File: src/rtl/stage3_types_pkg.sv
// Shared types for the fetch stage: fetch/execute packet layout, FSM encoding and the NOP word.
package stage3_types_pkg;

  localparam logic [31:0] NOP_INSTR = 32'h0000_0013;

  typedef logic [1:0] fetch_state_t;
  localparam fetch_state_t ST_BOOT    = 2'd0;
  localparam fetch_state_t ST_FETCH   = 2'd1;
  localparam fetch_state_t ST_DISCARD = 2'd2;

  typedef struct packed {
    logic        valid;
    logic [31:0] pc;
    logic [31:0] pc4;
    logic [31:0] instr;
    logic        prediction;
    logic [31:0] badaddr;
    logic        mal_insn;
    logic        fault_insn;
  } fetch_pkt_t;

  function automatic logic [31:0] pc_plus4(input logic [31:0] pc);
    return pc + 32'd4;
  endfunction

endpackage

File: src/rtl/stage3_fetch_stage_if.sv
// Instruction-memory read bus between the fetch stage (master) and the memory agent (slave).
interface stage3_fetch_stage_if;
  logic        imem_ren;
  logic [31:0] imem_addr;
  logic        imem_busy;
  logic [31:0] imem_rdata;
  logic        imem_fault;

  modport master (
    output imem_ren, imem_addr,
    input  imem_busy, imem_rdata, imem_fault
  );

  modport slave (
    input  imem_ren, imem_addr,
    output imem_busy, imem_rdata, imem_fault
  );
endinterface

File: src/rtl/stage3_fetch_hold_buffer.sv
// One-entry skid register that catches a fetch packet completing while execute is stalled.
module stage3_fetch_hold_buffer
  import stage3_types_pkg::*;
(
  input  logic       CLK,
  input  logic       nRST,
  input  logic       load,
  input  logic       consume,
  input  logic       clear,
  input  fetch_pkt_t load_pkt,
  output logic       full,
  output fetch_pkt_t pkt
);

  logic       full_reg;
  fetch_pkt_t pkt_reg;

  // clear wins over load so a redirect can never leave a stale packet behind
  always_ff @(posedge CLK or negedge nRST) begin
    if (!nRST) begin
      full_reg <= 1'b0;
      pkt_reg  <= '0;
    end else if (clear) begin
      full_reg <= 1'b0;
    end else if (load) begin
      full_reg <= 1'b1;
      pkt_reg  <= load_pkt;
    end else if (consume) begin
      full_reg <= 1'b0;
    end
  end

  assign full = full_reg;
  assign pkt  = pkt_reg;

endmodule

File: src/rtl/stage3_fetch_stage.sv
// Fetch stage: owns the PC, issues instruction-memory reads and fills the fetch/execute register.
module stage3_fetch_stage #(
  parameter logic [31:0] RESET_PC  = 32'h0000_0200,
  parameter logic [31:0] NOP_INSTR = stage3_types_pkg::NOP_INSTR
) (
  input  logic                         CLK,
  input  logic                         nRST,
  input  logic                         redirect,
  input  logic [31:0]                  redirect_addr,
  input  logic                         if_ex_stall,
  input  logic                         if_ex_flush,
  stage3_fetch_stage_if.master         imem,
  output logic                         fe_valid,
  output logic                         fe_prediction,
  output logic                         fe_mal_insn,
  output logic                         fe_fault_insn,
  output logic [31:0]                  fe_pc,
  output logic [31:0]                  fe_pc4,
  output logic [31:0]                  fe_instr,
  output logic [31:0]                  fe_badaddr
);

  import stage3_types_pkg::*;

  fetch_state_t state_reg, state_next;
  logic [31:0]  pc_reg, pc_next;
  logic [31:0]  discard_addr_reg;
  fetch_pkt_t   fe_reg, fe_next;
  fetch_pkt_t   new_pkt, buf_pkt;
  logic         buf_full, buf_load, buf_consume, buf_clear;
  logic         misaligned, outstanding, complete, mis_emit, pkt_valid;

  assign misaligned = (pc_reg[1:0] != 2'b00);

  // In DISCARD the bus still sees the abandoned address until the agent finishes with it
  assign imem.imem_ren  = (state_reg == ST_DISCARD) ||
                          ((state_reg == ST_FETCH) && !buf_full && !misaligned);
  assign imem.imem_addr = (state_reg == ST_DISCARD) ? discard_addr_reg : pc_reg;

  assign outstanding = imem.imem_ren && imem.imem_busy;
  assign complete    = (state_reg == ST_FETCH) && imem.imem_ren && !imem.imem_busy && !redirect;
  assign mis_emit    = (state_reg == ST_FETCH) && misaligned && !buf_full && !redirect;
  assign pkt_valid   = complete || mis_emit;

  always_comb begin
    new_pkt            = '0;
    new_pkt.valid      = 1'b1;
    new_pkt.pc         = pc_reg;
    new_pkt.pc4        = pc_plus4(pc_reg);
    new_pkt.instr      = imem.imem_rdata;
    new_pkt.prediction = 1'b0;
    if (misaligned) begin
      new_pkt.mal_insn = 1'b1;
      new_pkt.instr    = NOP_INSTR;
      new_pkt.badaddr  = pc_reg;
    end else if (imem.imem_fault) begin
      new_pkt.fault_insn = 1'b1;
      new_pkt.instr      = NOP_INSTR;
      new_pkt.badaddr    = pc_reg;
    end
  end

  always_comb begin
    state_next = state_reg;
    case (state_reg)
      ST_BOOT:    state_next = ST_FETCH;
      ST_FETCH:   if (redirect && outstanding) state_next = ST_DISCARD;
      ST_DISCARD: if (!imem.imem_busy) state_next = ST_FETCH;
      default:    state_next = ST_FETCH;
    endcase
  end

  always_comb begin
    pc_next = pc_reg;
    if (redirect)
      pc_next = redirect_addr;
    else if (complete)
      pc_next = pc_plus4(pc_reg);
  end

  assign buf_load    = if_ex_stall && pkt_valid;
  assign buf_consume = !if_ex_stall && buf_full;
  assign buf_clear   = redirect || (!if_ex_stall && if_ex_flush);

  stage3_fetch_hold_buffer u_hold (
    .CLK      (CLK),
    .nRST     (nRST),
    .load     (buf_load),
    .consume  (buf_consume),
    .clear    (buf_clear),
    .load_pkt (new_pkt),
    .full     (buf_full),
    .pkt      (buf_pkt)
  );

  always_comb begin
    fe_next = fe_reg;
    if (!if_ex_stall) begin
      if (if_ex_flush)
        fe_next = '0;
      else if (buf_full)
        fe_next = buf_pkt;
      else if (pkt_valid)
        fe_next = new_pkt;
      else
        fe_next = '0;
    end
  end

  always_ff @(posedge CLK or negedge nRST) begin
    if (!nRST) begin
      state_reg        <= ST_BOOT;
      pc_reg           <= RESET_PC;
      discard_addr_reg <= RESET_PC;
      fe_reg           <= '0;
    end else begin
      state_reg <= state_next;
      pc_reg    <= pc_next;
      fe_reg    <= fe_next;
      if ((state_reg == ST_FETCH) && redirect && outstanding)
        discard_addr_reg <= pc_reg;
    end
  end

  assign fe_valid      = fe_reg.valid;
  assign fe_pc         = fe_reg.pc;
  assign fe_pc4        = fe_reg.pc4;
  assign fe_instr      = fe_reg.instr;
  assign fe_prediction = fe_reg.prediction;
  assign fe_badaddr    = fe_reg.badaddr;
  assign fe_mal_insn   = fe_reg.mal_insn;
  assign fe_fault_insn = fe_reg.fault_insn;

endmodule

File: src/flat_wrapper.sv
// flat-port wrapper written by rule: the top's interface ports become plain ports
module stage3_fetch_stage_flat import stage3_types_pkg::*;
#(
  parameter logic [31:0] RESET_PC  = 32'h0000_0200,
  parameter logic [31:0] NOP_INSTR = stage3_types_pkg::NOP_INSTR
)
  (CLK, nRST, redirect, redirect_addr, if_ex_stall, if_ex_flush, fe_valid, fe_prediction, fe_mal_insn, fe_fault_insn, fe_pc, fe_pc4, fe_instr, fe_badaddr, imem_imem_ren, imem_imem_addr, imem_imem_busy, imem_imem_rdata, imem_imem_fault);
  stage3_fetch_stage_if imem_i ();
  input  logic CLK;
  input  logic nRST;
  input  logic redirect;
  input  logic [31:0] redirect_addr;
  input  logic if_ex_stall;
  input  logic if_ex_flush;
  output logic fe_valid;
  output logic fe_prediction;
  output logic fe_mal_insn;
  output logic fe_fault_insn;
  output logic [31:0] fe_pc;
  output logic [31:0] fe_pc4;
  output logic [31:0] fe_instr;
  output logic [31:0] fe_badaddr;
  output wire logic [$bits(imem_i.imem_ren)-1:0] imem_imem_ren;
  output wire logic [$bits(imem_i.imem_addr)-1:0] imem_imem_addr;
  input wire logic [$bits(imem_i.imem_busy)-1:0] imem_imem_busy;
  input wire logic [$bits(imem_i.imem_rdata)-1:0] imem_imem_rdata;
  input wire logic [$bits(imem_i.imem_fault)-1:0] imem_imem_fault;
  assign imem_imem_ren = imem_i.imem_ren;
  assign imem_imem_addr = imem_i.imem_addr;
  assign imem_i.imem_busy = imem_imem_busy;
  assign imem_i.imem_rdata = imem_imem_rdata;
  assign imem_i.imem_fault = imem_imem_fault;
  stage3_fetch_stage #(.RESET_PC(RESET_PC), .NOP_INSTR(NOP_INSTR)) u_core (.CLK(CLK), .nRST(nRST), .redirect(redirect), .redirect_addr(redirect_addr), .if_ex_stall(if_ex_stall), .if_ex_flush(if_ex_flush), .imem(imem_i), .fe_valid(fe_valid), .fe_prediction(fe_prediction), .fe_mal_insn(fe_mal_insn), .fe_fault_insn(fe_fault_insn), .fe_pc(fe_pc), .fe_pc4(fe_pc4), .fe_instr(fe_instr), .fe_badaddr(fe_badaddr));
endmodule
File: config.mk
export PLATFORM = sky130hd
export DESIGN_NAME = stage3_fetch_stage_flat
export DESIGN_NICKNAME = d
export VERILOG_FILES = /design/src/rtl/stage3_types_pkg.sv /design/src/rtl/stage3_fetch_stage_if.sv /design/src/rtl/stage3_fetch_hold_buffer.sv /design/src/rtl/stage3_fetch_stage.sv /design/src/flat_wrapper.sv
export SDC_FILE = /design/constraint.sdc
export NUM_CORES = 1
export LEC_CHECK = 0
export ABC_CLOCK_PERIOD_IN_PS = 1800
export CAP_MARGIN = 10
export CORE_MARGIN = 5
export CORE_UTILIZATION = 41
export DETAILED_ROUTE_END_ITERATION = 16
export DONT_BUFFER_PORTS = 1
export GPL_ROUTABILITY_DRIVEN = 0
export GPL_TIMING_DRIVEN = 0
export SYNTH_ARGS = -nofsm -noshare
export SYNTH_HDL_FRONTEND = slang
export SYNTH_SLANG_ARGS = --single-unit
File: constraint.sdc
create_clock -name CLK -period 1.8 [get_ports CLK]
set_input_delay 0.18 -clock CLK [delete_from_list [all_inputs] [get_ports CLK]]
set_output_delay 0.18 -clock CLK [all_outputs]
set_load 0.005 [all_outputs]
==> run_results.csv <==
group,metric,value,unit
cells_and_area,fillers,2960,
synthesis,synth_common_cells,"nand2_1, dfrtp_1, o21ai_0, a22oi_1, clkbuf_1",
synthesis,seq_area_frac_synth,56.6,%
clock_network,cts-hold-fix-buffers,65,
critical_path,path_max_fanout,9,
critical_path,cp-startpoint,"u_core.state_reg[1]",
cells_and_area,nets,1678,
place,port_buffers,0,
floorplan,io_pins,236,
critical_path,critical-path-max-stage-delay,0.59,ns
synthesis,synth-edff-count,0,
floorplan,dieArea,38900,µm²
clock_network,clkTransAtPathRegs,0.06,ns
floorplan,die_y,197,µm
run,cap_violations,0,
synthesis,synth_top_area_share,56.3,%
timing,setup_viol,327,
global_routing,grt_max_degree,326,
route,vias_per_cell,5.70,
synthesis,synth_cells,1442,
clock_network,cts.sinks,325,
worst_hold_path,hp-class,"in2async",
global_routing,grt_pass1_vias,11700,
route,dr.pass1.iters,6,
floorplan,rows,68,
power_and_ir_drop,powerDensity,1060,nW/µm²
route,wl,49200,µm
synthesis,netlist_area,14400,µm²
place,hpwl,31600,µm
synthesis,synth.most_common_cell,"nand2_1",
timing,skew,0.0217,ns
route,wl_per_cell,23.5,µm
synthesis,synthesis.nets,1514,
critical_path,r2r-start,"u_core.state_reg[1]",
clock_network,h-tree-depth,2,
route,vias,11900,
outcome,violations,"hold timing, setup timing",
critical_path,worstSetupPathType,"reg2reg",
critical_path,cp_slowest_cell,"or4b_4",
clock_network,cts_buffers,37,
global_routing,grtUsageTotal,23.8,%
synthesis,yosys-top-cells-area,"dfrtp_1, nand2_1, a22oi_1",
synthesis,ys_warn_count,0,
power_and_ir_drop,ir_worst_vdd,0.791,mV
synthesis,ys.flop_type,"dfrtp_1",
timing,fin_setup_tns,-46.48,ns
timing,maxSlewViolCount,0,
global_routing,top_usage_layer,"met2",
clock_network,clock_latency,0.53,ns
cells_and_area,drive_gt1_share,29.1,%
route,drc,0,
floorplan,dieWidth,197,µm
critical_path,end_kind,"flip-flop",
critical_path,crit_path_start_kind,"flip-flop",
global_routing,grt_remaining_overflow,0,
cells_and_area,largest_register_ffs,129,
floorplan,initial_utilization,41.6,%
global_routing,antenna_found_initial,1,
cells_and_area,n_antenna_cell,0,
timing,setup_slack,-0.246,ns
critical_path,crit_chain,"or4b_4 > buf_6 > a21oi_4 > and2_4 > buf_8 > buf_12 > a22o_1",
synthesis,async_flop_share,100,%
synthesis,ys_seq_elements,325,
clock_network,root_buffer,"clkbuf_16",
timing,clock.fmax,489,MHz
timing,worst_slew_pin_slew,1.09,ns
power_and_ir_drop,finalPower,0.0205,W
critical_path,cp_data_arrival_time,2.50,ns
global_routing,met1_usage,32.8,%
cells_and_area,area_growth,34.8,%
clock_network,cts_tree,"done",
floorplan,core_area,34500,µm²
timing,holdWs,-0.639,ns
clock_network,clock_path_buffers,3,
synthesis,synth_area_per_cell,9.96,µm²
timing,final_hold_viol_count,325,
synthesis,synth_cell_type_count,45,
timing,slew_headroom,27.6,%
route,drt_iter0_markers,832,
power_and_ir_drop,leakage,8.39,nW
route,ant_nets,0,
critical_path,cp.required,2.25,ns
outcome,status,"finished, violations left",
global_routing,grt_util_met2,38.7,%
timing,finalCriticalPeriod,2.05,ns
global_routing,met3_usage,5.08,%
synthesis,yosysTopAreaCell,"dfrtp_1",
timing,rsz0062_at_grt,"yes",
global_routing,grt_pass1_wl,72400,µm
timing,period_share,114,%
## per-layer routing
| metal | share of wire [%] | vias up |
|---|---|---|
| met2 | 48 | 434 |
| met5 | 0.014 | - |
| met4 | 2.4 | 2 |
| met3 | 6.6 | 90 |
| li1 | - | 5330 |
| met1 | 43 | 6046 |
## cell type report
cell class,instances,area (µm²),area share (%)
Buffer,134,1200,6.20
Inverter,4,15.0,0.0775
Sequential cell,325,8140,42.0
Multi-Input combinational cell,971,6470,33.4
Clock inverter,12,189,0.976
Tap cell,455,569,2.94
Clock buffer,55,1100,5.71
Timing Repair Buffer,133,1670,8.63
## path summary, 6_finish.rpt
check                                               to  slack [ns]  cells after the start
worst min register to register  u_core.u_hold.pkt[131]        0.47                      1
worst min-delay path             u_core.fe_badaddr[13]       -0.64                      0
max in group asynchronous          u_core.fe_instr[30]        1.97                      0
worst max-delay path             u_core.u_hold.pkt[11]       -0.25                      7
min in group CLK                 u_core.u_hold.pkt[33]        0.04                      3
worst max register to register   u_core.u_hold.pkt[11]       -0.25                      7
## worst max-delay path: cells and delay by family (launching register included)
| family | cells | cell delay [ns] |
|---|---|---|
| and+or+nand+nor | 2 | 0.80 |
| buffers and inverters | 3 | 0.42 |
| DFF | 1 | 0.38 |
| AOI/OAI and AO/OA | 2 | 0.36 |
## cells in the final DEF (no fill, tap or decap), drive strengths merged, types with 4 or more instances in the layout
master,n
nor3,10
buf,118
nand4,23
nand2,346
nor2,29
bufinv,4
and2,4
a21oi,4
clkbuf,138
dlygate4sd3,65
o21ai,196
clkinv,6
mux2,62
xor2,40
xnor2,15
nand3,51
a22oi,127
dfrtp,323
a22o,29
and3,5
inv,5
and4,4
## report_power, final
part | internal (W) | total, W | leakage (nW) | switching [W]
registers | 0.00840 | 0.00920 | 4.23 | 0.000804
logic | 0.00163 | 0.00338 | 3.52 | 0.00175
clock network | 0.00485 | 0.00795 | 0.635 | 0.00309
total | 0.0149 | 0.0205 | 8.39 | 0.00565
## through the flow
stage / cell area [µm²] / setup WS [ns] / cells / utilization [%]
floorplan: 14400 / 0.00217 / 1442 / -
global placement: 14900 / -0.914 / 1897 / 43.3
detailed placement: 14900 / -0.957 / 1897 / 43.3
CTS: 18200 / -0.179 / 2056 / 52.6
global route: 19400 / -0.294 / 2089 / 56.1
finish: 19400 / -0.246 / 2089 / 56.1
## logic make-up (layout without fill, tap and decap cells)
family	count (synthesis)	in the layout	synth area share (%)
and+or+nand+nor	491	491	14.6
AOI/OAI and AO/OA	360	360	15.7
DFF	325	325	56.6
buffers and inverters	146	338	4.74
muxes	63	63	4.93
xor gates and xnor gates	55	55	3.35
adders and majority gates	1	1	0.0871
other	1	1	0.0261
## timing repair
item                                    4_1_cts  5_1_grt
setup buffers                                23       26
endpoints found under the setup margin      348      346
hold endpoints to repair                    419      325
gates cloned                                 10       10
resized for setup                           327      267
pin swaps                                    44       80
No activity file was read; power rests on OpenSTA's default activity.
